==> config.mk <==
export PLATFORM = sky130hd
export DESIGN_NAME = mreza_upravljac
export DESIGN_NICKNAME = d
export VERILOG_FILES = /design/src/rtl/mreza_upravljac.sv
export SDC_FILE = /design/constraint.sdc
export NUM_CORES = 1
export LEC_CHECK = 0
export ABC_AREA = 0
export BUFFER_PORTS_ARGS = -buffer_cell sky130_fd_sc_hd__buf_2
export CAP_MARGIN = 10
export CORE_UTILIZATION = 52
export CTS_BUF_LIST = sky130_fd_sc_hd__clkbuf_8
export DETAILED_ROUTE_END_ITERATION = 10
export GPL_TIMING_DRIVEN = 0
export PLACE_DENSITY = 0.82
export SLEW_MARGIN = 20
export SYNTH_ARGS = -nofsm -noshare
export SYNTH_HDL_FRONTEND = slang
export SYNTH_SLANG_ARGS = --single-unit
==> constraint.sdc <==
create_clock -name clk -period 2.25 [get_ports clk]
set_clock_uncertainty 0.2 [all_clocks]
set_input_delay 0.225 -clock clk [delete_from_list [all_inputs] [get_ports clk]]
set_output_delay 0.225 -clock clk [all_outputs]
set_load 0.1 [all_outputs]
==> src/rtl/mreza_upravljac.sv <==
// mreza_upravljac
// Sequencer for a small two-hidden-neuron classifier. One shared hidden-neuron
// datapath is run twice (neuron 0, then neuron 1). The two results are packed
// into uzorak for the combinational output neuron. Its probability is then
// captured and compared against PRAG to decide "mine / no mine".
//
// Ports
//   clk, rst              single clock, synchronous active-high reset
//   start_valid/ready     request handshake; ready only while idle
//   neu_start, neu_sel    one-cycle start pulse and neuron index to the datapath
//   neu_done, neu_izlaz   datapath completion strobe and 40-bit result
//   uzorak                {h0, h1} presented to the output neuron
//   izlaz                 output-neuron probability (combinational from uzorak)
//   rez_valid/ready       result handshake
//   vjerojatnost          captured probability (0 on timeout)
//   mina                  vjerojatnost >= PRAG
//   greska                result produced by a hidden-neuron timeout
//   broj_uzoraka          count of accepted results, wraps at 16 bits
//
// BROJ_INIT is the reset value of broj_uzoraka. It defaults to 0 and exists
// so the wrap-around path can be exercised without tens of thousands of
// transactions.
//
// state    | meaning
// IDLE     | ready for a new sample
// H0_START | pulse neu_start for hidden neuron 0
// H0_WAIT  | wait for neu_done of neuron 0, with timeout
// H1_START | pulse neu_start for hidden neuron 1
// H1_WAIT  | wait for neu_done of neuron 1, with timeout
// OUT_WAIT | give the output neuron OUT_LAT cycles to settle
// RESULT   | hold result until the consumer accepts it

module mreza_upravljac #(
    parameter int          OUT_LAT   = 2,
    parameter int          TIMEOUT   = 255,
    parameter logic [15:0] PRAG      = 16'h8000,
    parameter logic [15:0] BROJ_INIT = 16'h0000
) (
    input  logic        clk,
    input  logic        rst,
    input  logic        start_valid,
    output logic        start_ready,
    output logic        neu_start,
    output logic        neu_sel,
    input  logic        neu_done,
    input  logic [39:0] neu_izlaz,
    output logic [79:0] uzorak,
    input  logic [15:0] izlaz,
    output logic        rez_valid,
    input  logic        rez_ready,
    output logic [15:0] vjerojatnost,
    output logic        mina,
    output logic        greska,
    output logic [15:0] broj_uzoraka
);

    typedef enum logic [2:0] {
        IDLE     = 3'd0,
        H0_START = 3'd1,
        H0_WAIT  = 3'd2,
        H1_START = 3'd3,
        H1_WAIT  = 3'd4,
        OUT_WAIT = 3'd5,
        RESULT   = 3'd6
    } state_t;

    localparam logic [15:0] TIMEOUT_C = 16'(TIMEOUT);
    localparam logic [15:0] OUT_LAT_C = 16'(OUT_LAT);

    state_t      state;
    state_t      state_next;
    logic [15:0] cnt;        // wait-cycle / settle-cycle index, counts from 1
    logic        h1_reached; // RESULT keeps neu_sel=0 if neuron 1 was never started
    logic        wait_hit;
    logic        out_hit;

    assign wait_hit = (cnt == TIMEOUT_C);
    assign out_hit  = (cnt == OUT_LAT_C);

    always_ff @(posedge clk) begin
        if (rst) begin
            state <= IDLE;
        end else begin
            state <= state_next;
        end
    end

    always_comb begin
        state_next  = state;
        start_ready = 1'b0;
        neu_start   = 1'b0;
        neu_sel     = 1'b0;
        rez_valid   = 1'b0;
        case (state)
            IDLE: begin
                start_ready = 1'b1;
                if (start_valid) state_next = H0_START;
            end
            H0_START: begin
                neu_start  = 1'b1;
                state_next = H0_WAIT;
            end
            H0_WAIT: begin
                // A done arriving on the timeout cycle still counts as success.
                if (neu_done)      state_next = H1_START;
                else if (wait_hit) state_next = RESULT;
            end
            H1_START: begin
                neu_start  = 1'b1;
                neu_sel    = 1'b1;
                state_next = H1_WAIT;
            end
            H1_WAIT: begin
                neu_sel = 1'b1;
                if (neu_done)      state_next = OUT_WAIT;
                else if (wait_hit) state_next = RESULT;
            end
            OUT_WAIT: begin
                neu_sel = 1'b1;
                if (out_hit) state_next = RESULT;
            end
            RESULT: begin
                neu_sel   = h1_reached;
                rez_valid = 1'b1;
                if (rez_ready) state_next = IDLE;
            end
            default: state_next = IDLE;
        endcase
    end

    always_ff @(posedge clk) begin
        if (rst) begin
            cnt          <= 16'd0;
            h1_reached   <= 1'b0;
            uzorak       <= 80'd0;
            vjerojatnost <= 16'd0;
            mina         <= 1'b0;
            greska       <= 1'b0;
            broj_uzoraka <= BROJ_INIT;
        end else begin
            case (state)
                IDLE: begin
                    cnt        <= 16'd0;
                    h1_reached <= 1'b0;
                end
                H0_START: cnt <= 16'd1;
                H0_WAIT: begin
                    if (neu_done) begin
                        uzorak[79:40] <= neu_izlaz;
                    end else if (wait_hit) begin
                        vjerojatnost <= 16'd0;
                        mina         <= 1'b0;
                        greska       <= 1'b1;
                    end else begin
                        cnt <= cnt + 16'd1;
                    end
                end
                H1_START: begin
                    cnt        <= 16'd1;
                    h1_reached <= 1'b1;
                end
                H1_WAIT: begin
                    if (neu_done) begin
                        uzorak[39:0] <= neu_izlaz;
                        cnt          <= 16'd1;
                    end else if (wait_hit) begin
                        vjerojatnost <= 16'd0;
                        mina         <= 1'b0;
                        greska       <= 1'b1;
                    end else begin
                        cnt <= cnt + 16'd1;
                    end
                end
                OUT_WAIT: begin
                    if (out_hit) begin
                        vjerojatnost <= izlaz;
                        mina         <= (izlaz >= PRAG);
                        greska       <= 1'b0;
                    end else begin
                        cnt <= cnt + 16'd1;
                    end
                end
                RESULT: begin
                    if (rez_ready) broj_uzoraka <= broj_uzoraka + 16'd1;
                end
                default: cnt <= 16'd0;
            endcase
        end
    end

endmodule

# After elaboration in Yosys (flattened, before gate mapping)
# Cells that the tools add are included.
[word_totals]
reg_bits = 134
inputBits = 61
output_inout_bits = 118
elab_cells = 69
[op_classes]
add_sub_neg = 2
n_lt_le_gt_ge = 1
eq_ne = 15
n_mux = 29
n_bitwise = 1
reduce_logical = 12
[op_table]
columns = ["op", "n"]
rows = [
  ["16-bit two-way mux", 7],
  ["16-bit case mux with 5 select lines", 1],
  ["16-bit by 1-bit adder with 16-bit output (second input constant)", 2],
  ["16-bit case mux with 2 select lines", 1],
  ["3-bit case mux with 7 select lines", 1],
  ["3-bit two-way mux", 6],
  ["16-bit by 2-bit == test with 1-bit output (second input constant)", 1],
  ["16-bit by 8-bit == test with 1-bit output (second input constant)", 1],
  ["16-bit greater-or-equal comparator (second input constant)", 1],
  ["2-bit inequality test (second input constant)", 6],
  ["3-bit == test (second input constant)", 3],
  ["1-bit two-way mux", 9],
  ["1-bit case mux with 2 select lines", 4],
  ["3-bit by 2-bit == test with 1-bit output (second input constant)", 2],
  ["2-bit AND reduction", 3],
  ["3-bit AND reduction", 2],
  ["4-bit AND reduction", 1],
  ["2-bit nonzero test", 2],
  ["2-bit OR reduction", 2],
  ["3-bit by 1-bit == test with 1-bit output (second input constant)", 1],
  ["3-bit zero test", 1],
  ["3-bit OR reduction", 1],
  ["2-bit by 1-bit inequality test with 1-bit output (second input constant)", 1],
  ["1-bit NOT", 1],
]

# Depth between registers and ports, before layout
[depth]
depth_word = 4
depth_mapped = 9
depth_no_buf = 7

# Least setup slack after synthesis
# No wires, ideal clock.
[synth_timing]
path_kind = "register to output"
startpoint = "reg state[0]"
endpoint = "out neu_sel"
arrival_time_ns = 3.217
required_time_ns = 1.825
setup_slack_ns = -1.392
stages_incl_launch_ff = 5
n_path_buf = 2
cell_sequence = "dfxtp_1 -> buf_2 -> clkbuf_1 -> nor2b_1 -> a22o_1"
[synth_via]
elab_chain_len = 3
elab_cells_between_ends = 6
cone_classes = "4 x eq/ne; 1 x mux; 1 x reduce/logical"
[synth_lines]
columns = ["element", "line_no", "text"]
rows = [
  ["start, declared", "70", "state_t state;"],
  ["start signal, assigned", "84", "state <= state_next;"],
  ["3-bit == test or 3-bit by 2-bit == test with 1-bit output (tied branches)", "94", "case (state)"],
  ["3-bit OR reduction (no source line)", "--", ""],
  ["1-bit case mux with 2 select lines *", "94", ""],
  ["end, declared", "44", "output logic neu_sel,"],
]
# Every way passes the cells marked *; elsewhere a longest branch is shown, timed or not.

# Final worst setup path
[layout_timing]
startpoint = "reg state[2]"
endpoint = "out neu_sel"
# Same word-level chain as after synthesis.

==> flow_summary_export.csv <==
group,metric,value,unit
timing,fin_crit_sh,0.972,
global_route,grt_overflow_total,0,
global_route,grt_pass1_wl,27500,um
power,powerDensity,755,nW/um^2
yosys,ys_ff_latch,134,
run_status,status,"completed",
cells_and_area,final_util,0.755,
worst_hold_path,holdPathEnd,"vjerojatnost[2]$_SDFFE_PP0P_",
yosys,syn_nets,726,
global_route,grt_pass1_vias,5889,
cells_and_area,fillCellCount,744,
clocking,clockRootBuffer,"clkbuf_8",
die,die_w,105,um
yosys,ys_seq_area_frac,0.489,
place,dp.cells,975,
power,power.leakage,3.19,nW
die,ios,179,
die,coreArea,10300,sq um
route,wl_per_cell,16.0,um
critical_path,reg2reg_from,"cnt[14]$_SDFFE_PP0P_",
yosys,mappedNetlistArea,5480,sq um
worst_hold_path,min_from,"rst",
yosys,syn_inst,662,
die,fp.dieH,105,um
worst_hold_path,hold_depth,3,
clocking,cts_buffers,17,
yosys,synth_edf_count,0,
power,ir_drop,0.536,mV
cells_and_area,nets,994,
route,vias,6034,
clocking,cts_buffer_depth,2,
clocking,path_clk_slew,80,ps
place,place.gp.congestion,0.918,
yosys,async_reset_ff_frac,0,
clocking,clock_latency,430,ps
cells_and_area,area_growth,41.6,%
route,firstDrtPassIters,5,
critical_path,cp.arrival,1760,ps
yosys,syn_avg_cell_area,8.28,sq um
clocking,htree_levels,4,
timing,post-route-min-period,2190,ps
global_route,top_usage_layer,"met2",
cells_and_area,stdcell_count,1079,
timing,worstMarginPinSlew,633,ps
timing,slew_viol_final,0,
critical_path,rrSetupSlack,70,ps
timing,setup-violations-final,0,
timing,fmax,457,MHz
place,port_buffers,177,
die,fp-row-count,37,
cells_and_area,drive_gt1_frac,0.295,
global_route,use_met2,0.558,
worst_hold_path,hold_path_class,"primary input to flop",
critical_path,path_class,"flop to output port",
global_route,track_usage,0.311,
global_route,antenna_found_initial,0,
critical_path,required,1820,ps
route,drcViolationCount,0,
flow_run,max_cap_viol_count,0,
timing,slew_headroom,0.578,
yosys,synth_cell_types,57,
die,die-area,11000,sq um
die,start_util,0.534,
cells_and_area,insertedDiodeCount,0,
clocking,cts_tree,"done",
critical_path,r2r-end,"vjerojatnost[13]$_SDFFE_PP0P_",
critical_path,worstRegToRegCells,7,
global_route,use_met1,0.352,
critical_path,startpoint_type,"flop",
timing,hold_viol,0,
global_route,grtUsageMet3,0.0643,
route,wirelength,17300,um
global_route,grt_max_degree,17,
route,via_per_inst,5.59,
critical_path,crit_path_max_fanout,10,
yosys,yosysWarnings,0,
route,drtIter0Drc,545,
yosys,synth-main-ff-cell,"dfxtp_1",
route,drtAntennaViolNets,0,
place,place_hpwl,11300,um
critical_path,crit_path_end_kind,"output port",
clocking,cts.sinks,134,
[sequential cells by signal, indices dropped and copies added, names as in the netlist]
register      flops
broj_uzoraka     16
cnt              16
greska            1
h1_reached        1
mina              1
state             3
uzorak           80
vjerojatnost     16
[repair_timing]
| item | 4_1_cts | 5_1_grt |
|---|---|---|
| pin swaps | 2 | 7 |
| hold buffers | 56 | 0 |
| hold endpoints to repair | 97 | 0 |
| buffers inserted | 2 | 15 |
| endpoints found under the setup margin | 33 | 23 |
| gates resized for setup | 18 | 19 |
[critical path, cell delays in order (launching register included)]
cell	delay, ps
dfxtp_1	390
clkbuf_4	240
buf_4	200
nor2b_4	60
a22o_2	280
buf_12	170
[where the power goes]
group          leakage (nW)  internal (mW)  switching [mW]  total (mW)
registers              1.09           2.44          0.0456        2.49
clock network         0.203           1.01            1.02        2.04
logic                  1.90          0.363           0.977        1.34
[cell type report]
class	count	area [sq um]	share of cell area
Timing Repair Buffer	250	1590	0.205
Clock inverter	15	164	0.0211
Tap cell	136	170	0.0219
Buffer	47	250	0.0322
Multi-Input combinational cell	473	2630	0.339
Inverter	7	26.3	0.00338
Sequential cell	134	2700	0.348
Clock buffer	17	234	0.0301
[synth_stat cells, types with 8 or more instances]
library cell,count,area [sq um]
a22o_1,19,166
o21ai_0,21,105
dfxtp_1,134,2680
nand4_1,8,50.1
nand3_1,16,80.1
nor3_1,12,60.1
nor2_1,26,97.6
a21oi_1,102,510
clkbuf_1,33,124
nand2_1,178,668
[cells by family after synthesis]
family                   share of synthesized area
adder cells (fa/ha/maj)                    0.00685
flip-flops                                   0.489
buffers and inverters                       0.0477
AO/OA/AOI/OAI                                0.195
XOR/XNOR                                    0.0160
AND/OR/NAND/NOR                              0.240
multiplexers                               0.00548
[routing by layer]
metal | part of all wire | vias to the layer above
met1 | 0.39 | 2842
met2 | 0.51 | 298
met4 | 0.033 | 0
met3 | 0.066 | 53
met5 | 0 | -
li1 | - | 2841
[stage by stage]
step	area [sq um]	setup slack, ps	power [mW]	hold WS [ps]	setup TNS (ps)
6_report	7760	64.0	5.86	75.8	0
5_1_grt	7760	-13.3	6.05	90.9	-25.1
4_1_cts	7600	31.0	5.83	41.9	0
3_5_place_dp	6570	-242	3.72	244	-3540
3_3_place_gp	6570	-235	3.70	240	-3330
2_1_floorplan	5520	-216	3.46	158	-290
[layout by cell type, fill, tap and decap left out, types with 7 or more instances in the layout]
master	synthesis	routed
buf_2	4	178
nand2_1	178	177
dfxtp_1	134	125
a21oi_1	102	102
dlygate4sd3_1	0	56
clkbuf_1	33	29
nor2_1	26	24
buf_4	3	22
o21ai_0	21	21
a22o_1	19	18
clkbuf_8	0	17
nand3_1	16	16
nor3_1	12	10
inv_1	7	8
nand4_1	8	8
or3_1	7	7
xnor2_1	7	7
a31oi_1	7	7
dfxtp_2	0	7
[how the worst max path moves through the flow]
| stage | from | endpoint |
|---|---|---|
| after global placement | cnt[0]$_SDFFE_PP0P_ | cnt[15]$_SDFFE_PP0P_ |
| after global routing | cnt[4]$_SDFFE_PP0P_ | cnt[14]$_SDFFE_PP0P_ |
| after detailed placement | cnt[0]$_SDFFE_PP0P_ | cnt[15]$_SDFFE_PP0P_ |
| final | state[2]$_SDFFE_PP0P_ | neu_sel |
| after floorplan | state[0]$_SDFFE_PP0P_ | neu_sel |
| after CTS | state[0]$_SDFFE_PP0P_ | neu_sel |
Power figures use the tool's default switching activity.
